### config.mk
export PLATFORM = sky130hd
export DESIGN_NAME = multicycle_controller_flat
export DESIGN_NICKNAME = d
export VERILOG_FILES = /design/src/rtl/multicycle_controller_if.sv /design/src/rtl/multicycle_controller.sv /design/src/flat_wrapper.sv
export SDC_FILE = /design/constraint.sdc
export NUM_CORES = 1
export LEC_CHECK = 0
export ABC_AREA = 1
export CAP_MARGIN = 10
export CORE_MARGIN = 2
export CORE_UTILIZATION = 50
export CTS_CLUSTER_DIAMETER = 100
export DETAILED_ROUTE_END_ITERATION = 6
export PLACE_DENSITY = 0.81
export SYNTH_ARGS = -nofsm -noshare
export SYNTH_HDL_FRONTEND = slang
export SYNTH_SLANG_ARGS = --single-unit
### constraint.sdc
create_clock -name clk -period 1.7 [get_ports clk]
set_input_delay 0.17 -clock clk [delete_from_list [all_inputs] [get_ports clk]]
set_output_delay 0.17 -clock clk [all_outputs]
set_load 0.01 [all_outputs]
### src/rtl/multicycle_controller_if.sv
// Memory handshake bundle between the multicycle controller (master) and the
// instruction/data memories (slave).
interface multicycle_controller_if;
    logic       im_req;
    logic       im_ready;
    logic       dm_req;
    logic       dm_ready;
    logic [3:0] dm_w_en;

    modport master (
        output im_req,
        output dm_req,
        output dm_w_en,
        input  im_ready,
        input  dm_ready
    );

    modport slave (
        input  im_req,
        input  dm_req,
        input  dm_w_en,
        output im_ready,
        output dm_ready
    );
endinterface

### src/rtl/multicycle_controller.sv
// Multicycle RV32I control FSM (FETCH/DECODE/EXEC/MEM/WB/HALT) with Moore datapath selects.
// Define CTRL_TIMEOUT_EN to add a memory-wait watchdog that halts after TIMEOUT_CYCLES.
module multicycle_controller #(
    parameter int CNT_W          = 32,
    parameter int TIMEOUT_CYCLES = 16
) (
    input  logic                    clk,
    input  logic                    rst_n,
    multicycle_controller_if.master bus,
    input  logic [4:0]              opcode,
    input  logic [2:0]              func3,
    input  logic                    func7,
    input  logic                    b,
    output logic                    ir_en,
    output logic                    pc_en,
    output logic                    next_pc_sel,
    output logic                    wb_en,
    output logic                    jb_op1_sel,
    output logic                    alu_op1_sel,
    output logic                    alu_op2_sel,
    output logic                    wb_sel,
    output logic                    illegal,
    output logic                    timeout,
    output logic [2:0]              state,
    output logic [CNT_W-1:0]        instret
);

    typedef enum logic [2:0] {
        FETCH  = 3'd0,
        DECODE = 3'd1,
        EXEC   = 3'd2,
        MEM    = 3'd3,
        WB     = 3'd4,
        HALT   = 3'd5
    } state_t;

    localparam logic [4:0] OP_R      = 5'b01100;
    localparam logic [4:0] OP_I      = 5'b00100;
    localparam logic [4:0] OP_LOAD   = 5'b00000;
    localparam logic [4:0] OP_JALR   = 5'b11001;
    localparam logic [4:0] OP_STORE  = 5'b01000;
    localparam logic [4:0] OP_BRANCH = 5'b11000;
    localparam logic [4:0] OP_LUI    = 5'b01101;
    localparam logic [4:0] OP_AUIPC  = 5'b00101;
    localparam logic [4:0] OP_JAL    = 5'b11011;

    state_t cur_state;
    state_t next_state;

    logic is_i;
    logic is_load;
    logic is_store;
    logic is_branch;
    logic is_jal;
    logic is_jalr;
    logic is_lui;
    logic is_auipc;
    logic legal;
    logic wait_expired;
    logic in_instr;

    logic       im_req_c;
    logic       dm_req_c;
    logic [3:0] dm_w_en_c;

    // func7 is only meaningful to the ALU decoder, not to sequencing.
    logic unused_inputs;
    assign unused_inputs = func7 ^ (TIMEOUT_CYCLES < 1);

    function automatic logic is_legal(input logic [4:0] op, input logic [2:0] f3);
        case (op)
            OP_R, OP_I, OP_LOAD, OP_JALR, OP_BRANCH,
            OP_LUI, OP_AUIPC, OP_JAL: return 1'b1;
            OP_STORE:                 return (f3 == 3'b000) || (f3 == 3'b001) || (f3 == 3'b010);
            default:                  return 1'b0;
        endcase
    endfunction

    function automatic logic [3:0] store_mask(input logic [2:0] f3);
        case (f3)
            3'b000:  return 4'b0001;
            3'b001:  return 4'b0011;
            3'b010:  return 4'b1111;
            default: return 4'b0000;
        endcase
    endfunction

    assign is_i      = (opcode == OP_I);
    assign is_load   = (opcode == OP_LOAD);
    assign is_store  = (opcode == OP_STORE);
    assign is_branch = (opcode == OP_BRANCH);
    assign is_jal    = (opcode == OP_JAL);
    assign is_jalr   = (opcode == OP_JALR);
    assign is_lui    = (opcode == OP_LUI);
    assign is_auipc  = (opcode == OP_AUIPC);
    assign legal     = is_legal(opcode, func3);

`ifdef CTRL_TIMEOUT_EN
    localparam int TO_W = (TIMEOUT_CYCLES > 1) ? $clog2(TIMEOUT_CYCLES) : 1;

    logic [TO_W-1:0] wait_cnt;
    logic            waiting;

    assign waiting = ((cur_state == FETCH) && !bus.im_ready) ||
                     ((cur_state == MEM)   && !bus.dm_ready);
    // Terminal count only fires on a cycle without ready, so a late ready always wins.
    assign wait_expired = waiting && (wait_cnt == TO_W'(TIMEOUT_CYCLES - 1));

    // Counter rests at 0 outside a wait, so every entry to FETCH or MEM starts clean.
    always_ff @(posedge clk or negedge rst_n) begin
        if (!rst_n) begin
            wait_cnt <= '0;
        end else if (waiting && !wait_expired) begin
            wait_cnt <= wait_cnt + TO_W'(1);
        end else begin
            wait_cnt <= '0;
        end
    end

    always_ff @(posedge clk or negedge rst_n) begin
        if (!rst_n) begin
            timeout <= 1'b0;
        end else if (wait_expired) begin
            timeout <= 1'b1;
        end
    end
`else
    assign wait_expired = 1'b0;
    assign timeout      = 1'b0;
`endif

    always_ff @(posedge clk or negedge rst_n) begin
        if (!rst_n) begin
            cur_state <= FETCH;
        end else begin
            cur_state <= next_state;
        end
    end

    always_comb begin
        next_state = cur_state;
        case (cur_state)
            FETCH: begin
                if (bus.im_ready) begin
                    next_state = DECODE;
                end else if (wait_expired) begin
                    next_state = HALT;
                end
            end
            DECODE: next_state = legal ? EXEC : HALT;
            EXEC: begin
                if (is_load || is_store) begin
                    next_state = MEM;
                end else if (is_branch) begin
                    next_state = FETCH;
                end else begin
                    next_state = WB;
                end
            end
            MEM: begin
                if (bus.dm_ready) begin
                    next_state = is_store ? FETCH : WB;
                end else if (wait_expired) begin
                    next_state = HALT;
                end
            end
            WB:      next_state = FETCH;
            HALT:    next_state = HALT;
            default: next_state = FETCH;
        endcase
    end

    assign in_instr = (cur_state == DECODE) || (cur_state == EXEC) ||
                      (cur_state == MEM)    || (cur_state == WB);

    // Everything is gated by rst_n so a reset mid-instruction kills writes immediately.
    always_comb begin
        im_req_c    = 1'b0;
        dm_req_c    = 1'b0;
        dm_w_en_c   = 4'b0000;
        ir_en       = 1'b0;
        pc_en       = 1'b0;
        wb_en       = 1'b0;
        jb_op1_sel  = 1'b0;
        alu_op1_sel = 1'b0;
        alu_op2_sel = 1'b0;
        wb_sel      = 1'b0;
        if (rst_n) begin
            if (in_instr) begin
                jb_op1_sel  = is_branch | is_jal;
                alu_op1_sel = is_jal | is_jalr | is_auipc;
                alu_op2_sel = is_i | is_load | is_store | is_lui | is_auipc;
                wb_sel      = is_load;
            end
            case (cur_state)
                FETCH: begin
                    im_req_c = 1'b1;
                    ir_en    = bus.im_ready;
                end
                EXEC: pc_en = is_branch;
                MEM: begin
                    dm_req_c  = 1'b1;
                    dm_w_en_c = is_store ? store_mask(func3) : 4'b0000;
                    pc_en     = is_store & bus.dm_ready;
                end
                WB: begin
                    wb_en = 1'b1;
                    pc_en = 1'b1;
                end
                default: ;
            endcase
        end
    end

    assign next_pc_sel = !(is_jal || is_jalr || (is_branch && b));
    assign bus.im_req  = im_req_c;
    assign bus.dm_req  = dm_req_c;
    assign bus.dm_w_en = dm_w_en_c;
    assign state       = cur_state;

    always_ff @(posedge clk or negedge rst_n) begin
        if (!rst_n) begin
            illegal <= 1'b0;
        end else if ((cur_state == DECODE) && !legal) begin
            illegal <= 1'b1;
        end
    end

    always_ff @(posedge clk or negedge rst_n) begin
        if (!rst_n) begin
            instret <= '0;
        end else if (pc_en) begin
            instret <= instret + CNT_W'(1);
        end
    end

endmodule

### src/flat_wrapper.sv
// flat-port wrapper written by rule: the top's interface ports become plain ports
module multicycle_controller_flat 
#(
    parameter int CNT_W          = 32,
    parameter int TIMEOUT_CYCLES = 16
)
  (clk, rst_n, opcode, func3, func7, b, ir_en, pc_en, next_pc_sel, wb_en, jb_op1_sel, alu_op1_sel, alu_op2_sel, wb_sel, illegal, timeout, state, instret, bus_im_req, bus_dm_req, bus_dm_w_en, bus_im_ready, bus_dm_ready);
  multicycle_controller_if bus_i ();
  input  logic clk;
  input  logic rst_n;
  input  logic [4:0] opcode;
  input  logic [2:0] func3;
  input  logic func7;
  input  logic b;
  output logic ir_en;
  output logic pc_en;
  output logic next_pc_sel;
  output logic wb_en;
  output logic jb_op1_sel;
  output logic alu_op1_sel;
  output logic alu_op2_sel;
  output logic wb_sel;
  output logic illegal;
  output logic timeout;
  output logic [2:0] state;
  output logic [CNT_W-1:0] instret;
  output wire logic [$bits(bus_i.im_req)-1:0] bus_im_req;
  output wire logic [$bits(bus_i.dm_req)-1:0] bus_dm_req;
  output wire logic [$bits(bus_i.dm_w_en)-1:0] bus_dm_w_en;
  input wire logic [$bits(bus_i.im_ready)-1:0] bus_im_ready;
  input wire logic [$bits(bus_i.dm_ready)-1:0] bus_dm_ready;
  assign bus_im_req = bus_i.im_req;
  assign bus_dm_req = bus_i.dm_req;
  assign bus_dm_w_en = bus_i.dm_w_en;
  assign bus_i.im_ready = bus_im_ready;
  assign bus_i.dm_ready = bus_dm_ready;
  multicycle_controller #(.CNT_W(CNT_W), .TIMEOUT_CYCLES(TIMEOUT_CYCLES)) u_core (.clk(clk), .rst_n(rst_n), .bus(bus_i), .opcode(opcode), .func3(func3), .func7(func7), .b(b), .ir_en(ir_en), .pc_en(pc_en), .next_pc_sel(next_pc_sel), .wb_en(wb_en), .jb_op1_sel(jb_op1_sel), .alu_op1_sel(alu_op1_sel), .alu_op2_sel(alu_op2_sel), .wb_sel(wb_sel), .illegal(illegal), .timeout(timeout), .state(state), .instret(instret));
endmodule
Word level (Yosys, flattened, before mapping)
Index checks and enable logic that the tools add are counted.
- $add $sub $neg: 1
- reduce and logical (&&, ||, !) cells: 17
- div/mod/pow operators: 0
- mux-type cells: 30
- equality and inequality tests: 17
- bitwise logic cells: 8
- shift-type cells: 0
- $lt $le $gt $ge: 0
- $mul: 0
- operators with widths (kind ; count):
    $add A32 B1 Y32 const B ; 1
    $mux W3 ; 6
    $mux W1 ; 17
    $eq A5 B4 Y1 const B ; 3
    $eq A5 B5 Y1 const B ; 3
    $pmux W3 S5 ; 1
    $mux W4 ; 3
    $pmux W4 S3 ; 1
    $eq A5 B3 Y1 const B ; 2
    $eq A3 B2 Y1 const B ; 3
    $logic_or A1 B1 Y1 ; 8
    $reduce_or A8 Y1 ; 1
    $or A1 B1 Y1 ; 7
    $eq A3 B1 Y1 const B ; 2
    $eq A3 B3 Y1 const B ; 2
    $logic_not A3 Y1 ; 2
    $logic_not A5 Y1 ; 1
    $ne A2 B2 Y1 const B ; 2
    $pmux W1 S3 ; 1
    $logic_and A1 B1 Y1 ; 2
    $logic_not A1 Y1 ; 2
    $pmux W1 S2 ; 1
    $reduce_and A2 Y1 ; 1
    $and A1 B1 Y1 ; 1
- flip-flop bits (word level): 36
- logic and storage cells: 76
- memory bits (read-only): 0
- latch bits: 0
- memories: 0
- output and inout port bits: 51
- input port bits: 14
- memory bits (writable): 0

Longest topological paths before layout
Gate-level depths: netlist of run 1.
- depth in word-level cells: 7
- mapped depth: 11
- mapped depth without buffers: 10

Worst setup path after synthesis of run 1
Ideal clock, no wire load.
- kind: register to output
- start: register u_core.cur_state[2] (netlist: u_core.state[2])
- end: output port bus_dm_w_en[3]
- arrival: 1.481 ns
- required time: 1.530 ns
- path slack: 0.049 ns
- path buffers: 1
- stages on the path, launching flop included: 7
- path through: dfrtp_1 inv_1 nand3_2 nor2_1 nand3_1 nor3_1 buf_4
- cells in the longest elaborated chain, start to end: 3
- RTL lines (element ; line ; RTL):
    from (decl) ; multicycle_controller.sv:47 ; state_t cur_state;
    from (signal assigned) ; multicycle_controller.sv:136 ; cur_state <= next_state;
    $eq A3 B2 Y1 ; multicycle_controller.sv:195 ; case (cur_state)
    $mux W4 ; multicycle_controller.sv:195 ;
    $mux W4 ; multicycle_controller.sv:188 ; if (rst_n) begin
    to (decl) ; flat_wrapper.sv:29 ; output wire logic [$bits(bus_i.dm_w_en)-1:0] bus_dm_w_en;
No other way between the ends.

Final worst setup path of run 1
- start: register u_core.cur_state[1] (netlist: u_core.state[1])
- end: output port bus_dm_req
- cells in the longest elaborated chain, start to end: 3
- RTL lines (element ; line ; RTL):
    $eq A3 B2 Y1 ; multicycle_controller.sv:195 ;
    $mux W1 ; multicycle_controller.sv:195 ;
    $mux W1 ; multicycle_controller.sv:188 ;
    to (decl) ; flat_wrapper.sv:28 ; output wire logic [$bits(bus_i.dm_req)-1:0] bus_dm_req;
No other way between the ends.

==> summary.md, run 1 <==
| Metric | Value |
|---|---|
| DR top layer | `met4` |
| Post-synthesis simple-gate area fraction | `0.499` |
| CP Max Fanout | `4` |
| Met1 Wirelength | `3290 um` |
| CP Buf/Inv Count | `4` |
| PortBufs | `62` |
| Multi-input logic area | `1650 um2` |
| Switching share of power | `0.377` |
| Yosys cell types | `28` |
| Synth Register Bits | `36` |
| CTS Buffer Depth | `2` |
| # nets final | `540` |
| Drt pass-1 iters | `4` |
| Initial Util | `0.512` |
| Wire per inst | `13.4 um` |
| Status | `finished, violations left` |
| Achievable Freq | `584 MHz` |
| Clk slew on worst S/H paths | `70 ps` |
| Cell Int Power | `0.00205 W` |
| Synth Area in Adders | `0.00481` |
| Post-DP HPWL | `5850 um` |
| Final setup viols | `1` |
| Max stage delay cell, worst path | `dfrtp_1` |
| Area post-placement | `3540 um2` |
| Vias per cell | `5.06` |
| Skew final | `13.8 ps` |
| Pwr Total | `0.00329 W` |
| Mux cell area share after synthesis | `0` |
| Place WS | `-443 ps` |
| Max Slew Vio Count | `0` |
| Syn-to-layout area delta | `46.9%` |
| Met3 wire len | `565 um` |
| Netlist Area Pre-Place | `2600 um2` |
| Routed length on met2 | `3940 um` |
| Largest family of logic cells by synthesized area | `simple AND/OR/NAND/NOR gates` |
| Seq pwr share | `0.342` |
| Standby leakage power | `1.84 nW` |
| Worst skew pair latency | `290 ps` |
| Syn_area_per_cell | `6.31 um2` |
| Hold Crit Class | `register to register` |
| Comb power frac | `0.476` |
| CTS tree | `done` |
| DIE HEIGHT | `76.1 um` |
| Post-Synth XOR/XNOR Area | `0.0506` |
| PwrDens | `863 nW/um2` |
| Drc violations | `0` |
| # placed instances | `577` |
| Largest net degree at the start of global routing | `37` |
| RR Endpoint | `u_core.instret[15]` |
| CP peak stage delay | `420 ps` |
| Sink Count | `36` |
| Critical path origin | `u_core.state[1]` |
| Clk pwr share | `0.182` |
| Die footprint | `5790 um2` |
| Max_cap viols | `0` |
| Gpl congestion | `0.946` |
| Core ar. | `5070 um2` |
| Layout filler cell count | `429` |
| Layout cells sized above 1 | `0.213` |
| Period Utilization, post-route | `1.01` |
| GRT overflow | `0` |
| RSZ-0062 raised after global routing | `true` |
| Crit path setup slack, layout | `-13.3 ps` |
| Critical path depth | `6` |
| Worst Setup EP | `bus_dm_req` |
| Inserted Clock Buffers | `5` |
| Final Non-Filler Cells | `596` |
| Number of global-route vias before repair | `2,908` |
| CTS H-tree lvls | `2` |
| Sequential cell area fraction in the yosys report | `0.347` |
| GR Util All Layers | `0.275` |
| Starting DRT DRC Count | `209` |
| Drt total wl | `7970 um` |
| WS Path Type | `register to output pin` |
| Sequential cell area | `903 um2` |
| Min Tclk post-route | `1710 ps` |
| Failing checks | `setup timing` |
| Synth Area in Compound Gates | `0.0323` |
| R2r setup slk | `140 ps` |
| First-pass GRT wire length | `13,000 um` |
| Cells after synthesis | `412` |
| IO Count | `65` |
| Post-route ant nets | `0` |
| Syn Nets | `427` |
| Crit path top cell by count | `buf_4` |
| Post-route cell area | `3820 um2` |
| Startpoint Class | `register` |
| Req. time, crit path | `1530 ps` |
| Synth warn | `0` |
| Antenna diodes | `0` |
| Setup TNS | `-13.3 ps` |
| FF-to-FF path depth | `8` |
| Worst Setup End Kind | `output pin` |
| Routed vias | `3,018` |
| # rows | `26` |
| NetSw | `0.00124 W` |
| Initial antenna violation count | `0` |
| Final Hold Fails | `0` |
| Arrival time worst endpoint | `1540 ps` |
| CTS Root Cell | `clkbuf_8` |
| Crit path cell chain | `buf_4 > nand3_4 > nor2_4 > buf_4 > buf_4 > dlygate4sd2_1` |
| Highest ir drop seen on vdd | `0.730 mV` |
| Die width | `76.1 um` |
| Reg-to-Reg Start | `u_core.state[1]` |
| Delay-heaviest family, CP | `buffers and inverters` |
==> through the flow <==
| stage | utilization | hold slack, ps |
|---|---|---|
| floorplan | - | -126 |
| global placement | 0.698 | 274 |
| detailed placement | 0.698 | 274 |
| CTS | 0.735 | 499 |
| global route | 0.752 | 514 |
| finish | 0.752 | 486 |
==> power by group through the flow <==
stage                     registers, W  logic [W]  clock network (W)
after floorplan                0.00119   0.000548                  0
after global routing           0.00115    0.00169           0.000647
after global placement         0.00113    0.00126                  0
after CTS                      0.00111    0.00141           0.000617
after detailed placement       0.00114    0.00128                  0
final                          0.00113    0.00157           0.000599
==> sequential cells by signal, summed over array words and instances (netlist names) <==
register        flops
u_core.illegal      1
u_core.state        3
u_core.instret     32
==> worst min-delay path by stage <==
stage | start | to | slack [ps] | depth (start not counted)
floorplan | rst_n | u_core.illegal | -130 | 0
global placement | rst_n | u_core.instret[10] | 270 | 3
detailed placement | rst_n | u_core.instret[7] | 270 | 3
CTS | u_core.illegal | u_core.illegal | 500 | 2
global route | u_core.illegal | u_core.illegal | 510 | 2
finish | u_core.illegal | u_core.illegal | 490 | 2
==> worst min-delay path: cells and delay by family (launching register included) <==
kind,cells,cell delay [ps]
flip-flops,1,350
AND/OR/NAND/NOR,1,60
buffers and inverters,1,40
==> cell families (layout without fill, tap and decap cells) <==
logic type	Yosys count	count (layout)
AOI/OAI and AO/OA	16	16
DFF	36	36
other	1	1
xor gates and xnor gates	15	15
and+or+nand+nor	307	307
buffers and inverters	36	150
adders and majority gates	1	1
==> cell usage after synthesis <==
cell type / number / area (um2)
nand2_2: 3 / 18.8
inv_4: 1 / 6.26
or2_2: 1 / 6.26
nand3_1: 6 / 30.0
nand2_4: 1 / 11.3
o21ai_0: 7 / 35.0
xor2_1: 10 / 87.6
nand4_1: 2 / 12.5
nor2_4: 4 / 45.0
nor3_1: 8 / 40.0
conb_1: 1 / 3.75
dfrtp_1: 36 / 901
buf_4: 4 / 30.0
nand2_1: 198 / 743
a21oi_1: 4 / 20.0
o22ai_1: 1 / 6.26
nand3_2: 3 / 30.0
nor2_1: 65 / 244
o21ai_1: 3 / 15.0
o21a_1: 1 / 7.51
xnor2_1: 5 / 43.8
ha_1: 1 / 12.5
inv_2: 3 / 11.3
inv_1: 25 / 93.8
nor2_2: 3 / 18.8
nand3b_1: 13 / 97.6
buf_2: 1 / 5.00
buf_6: 2 / 22.5
==> cell type report <==
type	count	share of cell area
clock buffers	7	0.0200
well taps	70	0.0229
repair buffers	113	0.258
flip-flops and latches	36	0.237
inverters	29	0.0292
multi-input cells	340	0.432
clock inverters	1	0.00229
==> placed cells by master, fill, tap and decap left out, types with 3 or more instances in the layout <==
cell type	n
dfrtp_1	34
buf_6	8
o21ai_1	3
clkbuf_8	5
nand2_1	194
inv_1	23
buf_2	7
xnor2_1	5
o21ai_0	6
nand3_1	6
nand3b_1	13
dlygate4sd2_1	5
nor3_1	3
xor2_1	10
buf_4	45
nand2_2	7
nor2_2	7
a21oi_1	3
clkdlybuf4s50_1	42
nor2_1	56
nor2_4	9
nor3_2	4
inv_2	5
==> metal layers <==
metal	up-vias	GRT usage
li1	1501	-
met1	1379	0.345
met2	121	0.489
met3	17	0.0474
met4	0	0.0745
met5	-	0
==> repair_timing <==
action	in CTS	in global routing
buffers inserted	8	2
pin swaps	10	9
gates resized for setup	57	37
hold buffers	1	0
setup endpoints to repair	14	38
hold endpoints to repair	12	0
No activity file was read; power rests on OpenSTA's default activity.
==> inputs of run 2 (changes only) <==
--- a/config.mk
+++ b/config.mk
@@ -12,6 +12,7 @@
 export CTS_CLUSTER_DIAMETER = 100
 export DETAILED_ROUTE_END_ITERATION = 6
 export PLACE_DENSITY = 0.81
+export SKIP_LAST_GASP = 1
 export SYNTH_ARGS = -nofsm -noshare
 export SYNTH_HDL_FRONTEND = slang
 export SYNTH_SLANG_ARGS = --single-unit
==> run 2 against run 1 <==
The run still ends with setup timing left. Highest routed layer unchanged. Sequential power is essentially flat. Total power shrank 0.27%. Flip-flop and latch count is the same. Final cell count is the same. First-iteration DRC count shrank 5.7%. Clock power is essentially flat. Core utilization shrank 0.22 points. Clock-buffer cell count is the same.
==> summary.md, run 2 (synthesized netlist as in run 1, its figures left out) <==
| Metric | Value |
|---|---|
| Failing checks | `setup timing` |
| Wire per inst | `13.4 um` |
| Hold Path End | `u_core.illegal` |
| CTS Buffer Depth | `2` |
| Crit path cell chain | `nor2_4 > nand2_2 > nor2_4 > a21oi_4 > nor3_1 > clkbuf_2` |
| Core ar. | `5070 um2` |
| CTS tree | `done` |
| Final Hold Fails | `0` |
| Vias per cell | `5.09` |
| # placed instances | `577` |
| Max FFs per register | `32` |
| Post-DP HPWL | `5850 um` |
| IO Count | `65` |
| GR Util All Layers | `0.273` |
| Drc violations | `0` |
| Max Slew Vio Count | `0` |
| Max_cap viols | `0` |
| Die width | `76.1 um` |
| Critical path origin | `u_core.state[1]` |
| Min Tclk post-route | `1710 ps` |
| PortBufs | `62` |
| Sink Count | `36` |
| Arrival time worst endpoint | `1540 ps` |
| Largest net degree at the start of global routing | `37` |
| Antenna diodes | `0` |
| Hold Crit Class | `register to register` |
| PwrDens | `863 nW/um2` |
| Req. time, crit path | `1530 ps` |
| Layout cells sized above 1 | `0.207` |
| Gpl congestion | `0.946` |
| Layout filler cell count | `438` |
| GRT overflow | `0` |
| Crit path setup slack, layout | `-9.83 ps` |
| Initial Util | `0.512` |
| DIE HEIGHT | `76.1 um` |
| CP Max Fanout | `4` |
| Routed vias | `3,032` |
| Drt total wl | `8010 um` |
| R2r setup slk | `120 ps` |
| Initial antenna violation count | `0` |
| Hold Crit Start | `u_core.illegal` |
| WS Path Type | `register to output pin` |
| Pwr Total | `0.00329 W` |
| CTS H-tree lvls | `2` |
| Achievable Freq | `585 MHz` |
| RSZ-0062 raised after global routing | `true` |
| RR Endpoint | `u_core.instret[9]` |
| Post-route ant nets | `0` |
| Die footprint | `5790 um2` |
| First-pass GRT wire length | `12,900 um` |
| Final setup viols | `1` |
| Reg-to-Reg Start | `u_core.state[1]` |
| Min-Delay Path Depth | `2` |
| Startpoint Class | `register` |
| Skew final | `15.7 ps` |
| Most frequent cells in the layout | `196 x nand2_1, 56 x nor2_1, 45 x buf_4, 42 x clkdlybuf4s50_1, 33 x dfrtp_1` |
| Worst skew pair latency | `290 ps` |
| Drt pass-1 iters | `5` |
| Clk slew on worst S/H paths | `70 ps` |
| Max stage delay cell, worst path | `dfrtp_2` |
| CTS Root Cell | `clkbuf_8` |
| Final Non-Filler Cells | `596` |
| Commonest non-fill, non-tap cell in the layout | `nand2_1` |
| # rows | `26` |
| Period Utilization, post-route | `1.01` |
| Number of global-route vias before repair | `2,882` |
| # nets final | `540` |
| CP peak stage delay | `440 ps` |
| Inserted Clock Buffers | `5` |
| Crit path top cell by count | `nor2_4` |
| Status | `finished, violations left` |
| Starting DRT DRC Count | `197` |
| Most flop-heavy register | `u_core.instret` |
| FF-to-FF path depth | `9` |
| Syn-to-layout area delta | `46.5%` |
| Highest ir drop seen on vdd | `0.731 mV` |
| Worst Setup End Kind | `output pin` |
| Standby leakage power | `1.84 nW` |
==> run 2: timing repair <==
action / 4_1_cts / 5_1_grt
setup endpoints to repair: 14 / 40
hold buffers: 1 / 0
pin swaps: 10 / 9
resized for setup: 52 / 36
setup buffers: 8 / 2
hold endpoints to repair: 12 / 0
==> run 2: area by class of cell <==
cell class | count | area [um2] | area share
clock buffer | 7 | 76.3 | 0.0200
clock inverter | 1 | 8.76 | 0.00230
inverter | 29 | 111 | 0.0292
multi-input combinational | 340 | 1640 | 0.431
sequential | 36 | 905 | 0.238
tap | 70 | 87.6 | 0.0230
timing repair buffer | 113 | 976 | 0.256
==> run 2: worst max path at each step <==
stage | endpoint | slack [ps] | cells after the start
final | wb_sel | -10 | 6
after CTS | wb_sel | -100 | 6
after floorplan | bus_dm_w_en[3] | 50 | 6
after global placement | bus_dm_w_en[1] | -380 | 8
after global routing | wb_sel | -80 | 6
after detailed placement | bus_dm_w_en[1] | -440 | 8
==> run 2: critical path, delay by kind of cell, from the launching register on <==
kind            cells  cell delay [ps]
simple gates        4              580
flops               1              440
buf+inv             1              170
compound gates      1               60
==> run 2: where the power goes <==
part / total [W] / switching [W] / internal (W)
Clock: 0.000601 / 0.000308 / 0.000293
Combinational: 0.00156 / 0.000782 / 0.000774
Sequential: 0.00113 / 0.000151 / 0.000978
Total: 0.00329 / 0.00124 / 0.00204
==> run 2: through the flow <==
step | hold WS [ps] | cell area [um2] | utilization | setup slack, ps | setup TNS (ps)
2_1_floorplan | -126 | 2600 | - | 48.7 | 0
3_3_place_gp | 274 | 3540 | 0.698 | -378 | -7190
3_5_place_dp | 274 | 3540 | 0.698 | -443 | -9230
4_1_cts | 499 | 3720 | 0.733 | -104 | -129
5_1_grt | 514 | 3810 | 0.750 | -82.4 | -166
6_report | 486 | 3810 | 0.750 | -9.83 | -9.83
==> run 2: routing by layer <==
metal / GRT usage / up-vias / routed length (um)
met4: 0.0691 / 0 / 136
met3: 0.0474 / 16 / 565
met2: 0.488 / 131 / 3960
met1: 0.343 / 1385 / 3350
li1: - / 1500 / -
met5: 0 / - / 0
==> inputs of run 3 (changes only) <==
--- a/config.mk
+++ b/config.mk
@@ -8,11 +8,9 @@
 export ABC_AREA = 1
 export CAP_MARGIN = 10
 export CORE_MARGIN = 2
-export CORE_UTILIZATION = 50
+export CORE_UTILIZATION = 25
 export CTS_CLUSTER_DIAMETER = 100
 export DETAILED_ROUTE_END_ITERATION = 6
-export PLACE_DENSITY = 0.81
-export SKIP_LAST_GASP = 1
 export SYNTH_ARGS = -nofsm -noshare
 export SYNTH_HDL_FRONTEND = slang
 export SYNTH_SLANG_ARGS = --single-unit
==> run 3 against run 2 <==
The flow still finishes with violations (setup timing). Clock-buffer cell count is the same. Register-to-register slack about the same. Routed wire length is 2.6% lower.
==> summary.md, run 3 (synthesized netlist as in run 1, its figures left out) <==
| Metric | Value |
|---|---|
| Multi-input logic area | `1650 um2` |
| Period Utilization, post-route | `1.02` |
| Setup TNS | `-84.5 ps` |
| Layout cells sized above 1 | `0.206` |
| R2r setup slk | `120 ps` |
| Min Tclk post-route | `1730 ps` |
| CP Max Fanout | `3` |
| Max Slew Vio Count | `0` |
| Hold Crit Class | `input pin to asynchronous set/reset pin` |
| First-pass GRT wire length | `12,900 um` |
| PortBufs | `62` |
| PwrDens | `874 nW/um2` |
| DIE HEIGHT | `106 um` |
| Most flop-heavy register | `u_core.instret` |
| Crit path setup slack, layout | `-30.6 ps` |
| Gpl congestion | `0.945` |
| Max_cap viols | `0` |
| Req. time, crit path | `1530 ps` |
| # rows | `37` |
| Drt pass-1 iters | `4` |
| Final Hold Fails | `0` |
| Drc violations | `0` |
| Crit path cell chain | `buf_6 > nor2_4 > buf_6 > nor2_4 > a21oi_4 > inv_2 > o21ai_1 > inv_1 > buf_2` |
| Core ar. | `10,200 um2` |
| Skew final | `6.38 ps` |
| Post-route ant nets | `0` |
| Post-DP HPWL | `5940 um` |
| Largest net degree at the start of global routing | `37` |
| CTS Root Cell | `clkbuf_8` |
| Max FFs per register | `32` |
| Initial antenna violation count | `0` |
| Hold_ws | `94.1 ps` |
| CP Buf/Inv Count | `5` |
| Standby leakage power | `1.84 nW` |
| Number of global-route vias before repair | `2,721` |
| Layout filler cell count | `1,111` |
| # nets final | `539` |
| Arrival time worst endpoint | `1560 ps` |
| Die width | `106 um` |
| Highest ir drop seen on vdd | `0.513 mV` |
| Drt total wl | `7800 um` |
| Inserted Clock Buffers | `5` |
| IO Count | `65` |
| Achievable Freq | `578 MHz` |
| Starting DRT DRC Count | `80` |
| Final setup viols | `5` |
| Routed vias | `2,843` |
| Wire per inst | `11.8 um` |
| RR Endpoint | `u_core.state[0]` |
| CTS Buffer Depth | `2` |
| WS Path Type | `register to output pin` |
| Vias per cell | `4.31` |
| Failing checks | `setup timing` |
| Delay-heaviest family, CP | `buffers and inverters` |
| Commonest non-fill, non-tap cell in the layout | `nand2_1` |
| FF-to-FF path depth | `12` |
| CTS tree | `done` |
| Max stage delay cell, worst path | `dfrtp_1` |
| CTS H-tree lvls | `2` |
| Clk slew on worst S/H paths | `70 ps` |
| CP peak stage delay | `400 ps` |
| GRT overflow | `0` |
| Die footprint | `11,200 um2` |
| Reg-to-Reg Start | `u_core.state[1]` |
| Most frequent cells in the layout | `196 x nand2_1, 58 x nor2_1, 43 x buf_4, 42 x clkdlybuf4s50_1, 35 x dfrtp_1` |
| Antenna diodes | `0` |
| Status | `finished, violations left` |
| GR Util All Layers | `0.143` |
| RSZ-0062 raised after global routing | `true` |
| Place WS | `-431 ps` |
| Worst skew pair latency | `300 ps` |
| Worst Setup End Kind | `output pin` |
| Sink Count | `36` |
| Syn-to-layout area delta | `50.1%` |
| Sequential cell area | `902 um2` |
| Initial Util | `0.255` |
| Startpoint Class | `register` |
==> run 3: cell count changes in the layout (fill, tap and decap cells not counted), moves of 3 or more <==
| cell | delta |
|---|---|
| inv_1 | -5 |
| inv_2 | +4 |
| dlygate4sd2_1 | +3 |
| nor2_2 | -3 |
==> run 3: power breakdown <==
part | total (W) | switching [W] | internal, W
Combinational | 0.00161 | 0.000795 | 0.000820
Sequential | 0.00113 | 0.000151 | 0.000975
Clock | 0.000666 | 0.000305 | 0.000361
Total | 0.00341 | 0.00125 | 0.00216
==> run 3: routing by layer <==
metal  part of all wire  track usage
met1               0.46        0.185
met2               0.49        0.243
met3              0.036       0.0343
met4              0.011       0.0338
met5                  0            0
==> run 3: metrics by stage <==
stage,instances,power (W),instance area [um2],util
detailed placement,641,0.00240,3610,0.355
finish,660,0.00341,3900,0.383
global placement,641,0.00238,3610,0.355
floorplan,412,0.00173,2600,-
CTS,657,0.00327,3790,0.372
global route,660,0.00365,3900,0.383
==> run 3: layout make-up <==
type | instances | share of cell area
Inverter | 29 | 0.0292
Tap cell | 136 | 0.0436
Multi-Input combinational cell | 340 | 0.424
Timing Repair Buffer | 112 | 0.247
Sequential cell | 36 | 0.231
Clock buffer | 7 | 0.0247
==> run 3: how the worst max path moves through the flow <==
stage	from	end	slack (ps)	cells past startpoint
finish	u_core.state[1]	alu_op2_sel	-30	9
global route	u_core.state[1]	ir_en	-140	9
CTS	u_core.state[0]	jb_op1_sel	-30	7
detailed placement	opcode[2]	bus_dm_w_en[1]	-430	8
global placement	opcode[1]	pc_en	-360	10
floorplan	u_core.state[2]	bus_dm_w_en[3]	50	6
==> run 3: repair_timing <==
| action | in CTS | in global routing |
|---|---|---|
| resized for setup | 66 | 27 |
| setup endpoints to repair | 15 | 26 |
| pin swaps | 6 | 8 |
| endpoints found under the hold margin | 5 | 0 |
| hold buffers | 1 | 0 |
| cloned | 0 | 0 |
| buffers inserted | 8 | 4 |
==> run 3: worst min-delay path: stages <==
cell and delay (ps):
buf_2 100, buf_4 150, buf_4 400
